==> src/rtl/fma_share_sched.sv <==
// Two-requester scheduler in front of a shared 2-stage a*b+c pipeline.
// Matching (a,b) pairs share one multiply; otherwise round-robin issue.
module fma_share_sched #(
   parameter int BW    = 8,
   parameter int CNT_W = 16
) (
   input  logic              clk,
   input  logic              rst,
   input  logic              share_en,
   input  logic              req0_valid,
   output logic              req0_ready,
   input  logic [BW-1:0]     req0_a,
   input  logic [BW-1:0]     req0_b,
   input  logic [BW-1:0]     req0_c,
   input  logic              req1_valid,
   output logic              req1_ready,
   input  logic [BW-1:0]     req1_a,
   input  logic [BW-1:0]     req1_b,
   input  logic [BW-1:0]     req1_c,
   output logic              res0_valid,
   output logic [2*BW-1:0]   res0_data,
   output logic              res1_valid,
   output logic [2*BW-1:0]   res1_data,
   output logic [CNT_W-1:0]  shared_cnt
);

   localparam logic [CNT_W-1:0] CNT_ONE = {{(CNT_W-1){1'b0}}, 1'b1};
   localparam logic [CNT_W-1:0] CNT_MAX = {CNT_W{1'b1}};

   logic            rr_ptr;
   logic            fuse;
   logic            grant0;
   logic            grant1;
   logic [BW-1:0]   op_a;
   logic [BW-1:0]   op_b;
   logic [2*BW-1:0] prod;

   logic            s1_v0;
   logic            s1_v1;
   logic [2*BW-1:0] s1_p;
   logic [BW-1:0]   s1_c0;
   logic [BW-1:0]   s1_c1;

   always_comb begin
      fuse = req0_valid & req1_valid & share_en
           & (req0_a == req1_a) & (req0_b == req1_b);
      grant0 = req0_valid & (fuse | ~req1_valid | ~rr_ptr);
      grant1 = req1_valid & (fuse | ~req0_valid | rr_ptr);
      // A fused issue carries identical operands, so lane 0's copy serves both
      op_a = grant0 ? req0_a : req1_a;
      op_b = grant0 ? req0_b : req1_b;
      prod = {{BW{1'b0}}, op_a} * {{BW{1'b0}}, op_b};
   end

   assign req0_ready = grant0;
   assign req1_ready = grant1;

   always_ff @(posedge clk or posedge rst) begin
      if (rst) begin
         rr_ptr <= 1'b0;
      end else if (grant0 & ~grant1) begin
         rr_ptr <= 1'b1;
      end else if (grant1 & ~grant0) begin
         rr_ptr <= 1'b0;
      end
   end

   always_ff @(posedge clk or posedge rst) begin
      if (rst) begin
         s1_v0 <= 1'b0;
         s1_v1 <= 1'b0;
         s1_p  <= '0;
         s1_c0 <= '0;
         s1_c1 <= '0;
      end else begin
         s1_v0 <= grant0;
         s1_v1 <= grant1;
         s1_p  <= prod;
         s1_c0 <= req0_c;
         s1_c1 <= req1_c;
      end
   end

   always_ff @(posedge clk or posedge rst) begin
      if (rst) begin
         res0_valid <= 1'b0;
         res1_valid <= 1'b0;
         res0_data  <= '0;
         res1_data  <= '0;
      end else begin
         res0_valid <= s1_v0;
         res1_valid <= s1_v1;
         if (s1_v0) res0_data <= s1_p + {{BW{1'b0}}, s1_c0};
         if (s1_v1) res1_data <= s1_p + {{BW{1'b0}}, s1_c1};
      end
   end

   always_ff @(posedge clk or posedge rst) begin
      if (rst) begin
         shared_cnt <= '0;
      end else if (fuse && shared_cnt != CNT_MAX) begin
         shared_cnt <= shared_cnt + CNT_ONE;
      end
   end

endmodule

==> config.mk <==
export PLATFORM = sky130hd
export DESIGN_NAME = fma_share_sched
export DESIGN_NICKNAME = d
export VERILOG_FILES = /design/src/rtl/fma_share_sched.sv
export SDC_FILE = /design/constraint.sdc
export NUM_CORES = 1
export LEC_CHECK = 0
export ABC_AREA = 1
export BUFFER_PORTS_ARGS = -buffer_cell sky130_fd_sc_hd__buf_2
export CAP_MARGIN = 15
export CORE_MARGIN = 2
export CORE_UTILIZATION = 45
export DETAILED_ROUTE_END_ITERATION = 10
export HOLD_SLACK_MARGIN = 0.08
export PLACE_DENSITY = 0.65
export SYNTH_ARGS = -nofsm -noshare
export SYNTH_HDL_FRONTEND = slang
export SYNTH_SLANG_ARGS = --single-unit
export TNS_END_PERCENT = 100
==> constraint.sdc <==
create_clock -name clk -period 5.15 [get_ports clk]
set_input_delay 0.2575 -clock clk [delete_from_list [all_inputs] [get_ports clk]]
set_output_delay 0.2575 -clock clk [all_outputs]
set_load 0.01 [all_outputs]
# Word level (Yosys, flattened, before mapping)
# Index checks and enable logic that the tools add are counted.
# W data, S select, Z words.
[op_classes]
mux = 4
bitwise = 17
n_addsub = 3
mul = 1
n_reduce_logical = 2
eq_ne = 3
[ops]
columns = ["operator", "count"]
rows = [
  ["$add A16 B8 Y16", 2],
  ["$add A16 B1 Y16 const B", 1],
  ["$eq A8 B8 Y1", 2],
  ["$mul A8 B8 Y16", 1],
  ["$mux W8", 2],
  ["$ne A16 B16 Y1 const B", 1],
  ["$and A1 B1 Y1", 8],
  ["$not A1 Y1", 5],
  ["$or A1 B1 Y1", 4],
  ["$mux W1", 2],
  ["$reduce_bool A2 Y1", 1],
  ["$logic_and A1 B1 Y1", 1],
]
[word_totals]
reg_bits = 85
out_inout_bits = 52
wordCells = 41

# Longest topological paths before layout
[depth]
word_depth = 11
ltp_mapped = 31
depth_no_buf = 30

# Least setup slack after synthesis
# No wires, ideal clock.
[synth_timing]
path_type = "input to register"
from = "in req0_valid"
to = "reg s1_p[12]"
t_arrival_ns = 4.699
slack_ns = 0.334
path_stages = 26
path_buffers = 2
path_cell_list = "buf_4 inv_2 nor2_2 nand3_1 nor2_1 nand3_1 nand2_2 buf_2 nand3_1 nand2_1 nand2_1 fa_1 fa_1 inv_1 fa_1 inv_1 fa_1 inv_1 ha_1 nand2_1 nor3_1 nor2_1 o21ai_0 nand3_1 nand3_1 nand2_1"
[synth_between]
elab_chain_cells = 9
[synth_lines]
columns = ["element", "line", "source"]
rows = [
  ["start: declaration", "10", "input logic req0_valid,"],
  ["$and A1 B1 Y1 (2 in series)", "45", "fuse = req0_valid & req1_valid & share_en"],
  ["$and A1 B1 Y1 (2 in series)", "46", "& (req0_a == req1_a) & (req0_b == req1_b);"],
  ["$or A1 B1 Y1 (2 in series)", "47", "grant0 = req0_valid & (fuse | ~req1_valid | ~rr_ptr);"],
  ["$and A1 B1 Y1 (*)", "47", ""],
  ["$mux W8 (on tied branches)", "50, 51", ""],
  ["$mul A8 B8 Y16 (*)", "52", "prod = {{BW{1'b0}}, op_a} * {{BW{1'b0}}, op_b};"],
  ["named net prod[12]", "36", "logic [2*BW-1:0] prod;"],
  ["end signal: assignment", "78", "s1_p <= prod;"],
  ["end: declaration", "40", "logic [2*BW-1:0] s1_p;"],
]
# The timed path passes the listed nets; every way through them passes the cells marked *.
# A chain may end at the register's enable or synchronous reset.

# Worst setup path after layout
[layout_timing]
from = "in req1_b[4]"
to = "reg s1_p[14]"
[layout_between]
elab_chain_cells = 7
[layout_lines]
columns = ["element", "line", "source"]
rows = [
  ["start: declaration", "18", "input logic [BW-1:0] req1_b,"],
  ["$eq A8 B8 Y1", "46", ""],
  ["$and A1 B1 Y1", "46", ""],
  ["$or A1 B1 Y1 (2 in series)", "47", ""],
  ["$and A1 B1 Y1", "47", ""],
  ["$mux W8 (on tied branches)", "50, 51", ""],
  ["$mul A8 B8 Y16 (*)", "52", ""],
  ["named net prod[14]", "36", ""],
]
# Marked as above.

==> reports/results.tsv <==
metric	value	unit
Clk Tree Root Cell	clkbuf_16	
HP Class	input port to async pin	
count leader, synth	nand2_1	
proportion of synthesized area in mux cells	0	%
Setup Skew	0.0119	ns
Die X	129	um
Worst IR Drop VDD	0.406	mV
Detailed Route Iter0 Violations	340	
minimum clock period	4.81	ns
first-pass GRT wire length	29500	um
drt drc	0	
Filler Cell Count	1462	
Worst-Skew Late Latency	0.34	ns
nets@finish	1280	
largest stage delay on the critical path	0.55	ns
via count	6485	
total wire length	17600	um
crit path max fanout	17	
Synth Area in Adders	20.4	%
Cells after Synth	948	
final std cells w/o fill	1351	
Initial Util	46.2	%
Top FF cell, synth	dfrtp_1	
post-synthesis compound-gate area fraction	5.15	%
Slew HR	38.3	%
area of the die	16700	um^2
post-synthesis xor/xnor area fraction	4.35	%
Routed Antenna Nets	0	
vias per cell	4.80	
crit path kind	input port to flip-flop	
Worst Reg2Reg Path Length in Cells	24	
Critical Path End Type	flip-flop	
first drt pass iteration count	5	
Yosys Warn Count	0	
slowest library cell on the worst path	fa_1	
Simple-Gate Fraction of Synth Area	30.3	%
Netlist cell types	32	
CTS tree	built	
Row Count	45	
CP arrival	5.06	ns
hpwl dp	14100	um
top cells by count, synth	nand2_1, inv_1, nor2_1	
Area Growth Syn to Fin	26.3	%
LEAKAGE	4.98	nW
placeable core area	15300	um^2
IO Count	105	
aggregate global-route resource usage	21.9	%
H-tree levels	3	
Register Area	2130	um^2
pre-CTS setup slack	-0.152	ns
crit start category	input port	
number of flops mapped to enable cells by yosys	0	
Die Height	129	um
status	complete, no violations	
Data required, critical path	5.40	ns
WHS	0.347	ns
mapped cell area	7050	um^2
Final setup viols	0	
Total Power	5.59	mW
register bit total from synthesis	85	
Max Buffers Root-to-Sink	2	
Slew Limit Fails	0	
largest net degree at the start of global routing	77	
Synth area leaders	dfrtp_1, nand2_1, fa_1	
Final Hold Fails	0	
port bufs	104	
share of cells above drive strength 1	20.4	%
ANT cells	0	
grt total ovfl	0	
Most common cell on crit path	nand2_1	
multi-input gate area in the final layout	4280	um^2
Worst-Margin Slew	0.926	ns
Worst-path clk slew	0.07	ns
Avg Inst Size Synth	7.44	um^2
dominant cell type by area after synthesis	dfrtp_1	
Final Util	58.4	%
Placer Congestion	0.904	
f_max	208	MHz
MaxCap Viol Count	0	
Placed Cells	1316	
main combinational cell family by area after synthesis	simple AND/OR/NAND/NOR gates	
share of the synthesized area in the top cell type	30.2	%
share of flip-flops with an asynchronous set or reset	100	%
number of global-route vias before repair	6232	
total clock buffers created by CTS	9	
drt wl/cell	13.0	um
Final Cycle Share	93.4	%
initial antenna violation count	0	
CTS sink cnt	85	
sequential fraction of the synthesis area	30.2	%
Final Worst Setup Slack	0.338	ns
Syn Nets	1093	
power density cells	627	nW/um^2
==> path summary, 6_finish.rpt <==
kind	end	slack (ns)	from
worst max-delay path	s1_p[14]$_DFF_PP0_	0.34	req1_b[4]
worst min-delay path	shared_cnt[11]$_DFFE_PP0P_	0.35	rst
worst max register to register	s1_p[14]$_DFF_PP0_	0.47	rr_ptr$_DFFE_PP0P_
worst min register to register	res1_data[0]$_DFFE_PP0P_	0.47	res1_data[0]$_DFFE_PP0P_
max in group asynchronous	s1_c0[7]$_DFF_PP0_	3.65	rst
min in group clk	shared_cnt[7]$_DFFE_PP0P_	0.37	req0_valid
==> critical path: cells and delay by family <==
family                     cells  cell delay (ns)
adders and majority gates      5             2.32
and+or+nand+nor               16             1.57
buffers and inverters          7             0.62
xor gates and xnor gates       1             0.16
AOI/OAI and AO/OA              1             0.13
==> final cells by class <==
| type | count | share of cell area, % |
|---|---|---|
| sequential | 85 | 23.9 |
| clock inverter | 7 | 1.63 |
| clock buffer | 9 | 2.53 |
| tap | 211 | 2.96 |
| inverter | 152 | 6.42 |
| multi-input combinational | 690 | 48.1 |
| timing repair buffer | 197 | 14.5 |
==> cells by family (layout without fill, tap and decap cells) <==
family / count (synthesis) / in the layout
DFF: 85 / 85
and+or+nand+nor: 499 / 499
xor gates and xnor gates: 35 / 35
buffers and inverters: 173 / 365
AOI/OAI and AO/OA: 64 / 64
adders and majority gates: 92 / 92
==> flip-flops by register name (all words and copies together), names as in the netlist, 8 cells and up <==
name,count
res0_data,16
res1_data,16
s1_p,16
shared_cnt,16
s1_c0,8
s1_c1,8
==> stage by stage <==
| stage | setup TNS, ns | instance area [um^2] |
|---|---|---|
| after detailed placement | -0.598 | 8310 |
| final | 0 | 8910 |
| after global routing | -0.0326 | 8910 |
| after CTS | 0 | 8850 |
| after global placement | -0.332 | 8310 |
| after floorplan | 0 | 7050 |
==> cell usage in the layout (no fill, tap or decap), types with 17 or more instances in the layout <==
cell	synthesis	final
xnor2_1	17	17
buf_2	6	104
dlygate4sd3_1	0	17
nand2_1	268	268
nand2_2	17	17
a31oi_1	17	17
a21oi_1	23	21
dfrtp_1	85	85
nand3_1	78	78
nor2_1	94	91
fa_1	38	38
buf_4	2	73
ha_1	54	53
xor2_1	18	18
inv_1	150	149
nand4_1	19	19
==> per-layer routing <==
| layer | GRT usage, % | share of wire [%] | vias up |
|---|---|---|---|
| met5 | 0 | 0 | - |
| met4 | 6.46 | 1.6 | 0 |
| met3 | 2.35 | 3.5 | 27 |
| met2 | 38.2 | 49 | 151 |
| met1 | 28.9 | 46 | 2954 |
| li1 | - | - | 3353 |
==> timing repair <==
item | 4_1_cts | 5_1_grt
resized for setup | 0 | 12
setup buffers | 0 | 2
endpoints found under the setup margin | 0 | 6
hold buffers | 17 | 0
endpoints found under the hold margin | 25 | 0
==> where the power goes <==
group / internal [mW] / switching [mW]
Clock: 0.525 / 0.263
Sequential: 0.908 / 0.160
Combinational: 1.71 / 2.03
No activity file was read; power rests on OpenSTA's default activity.
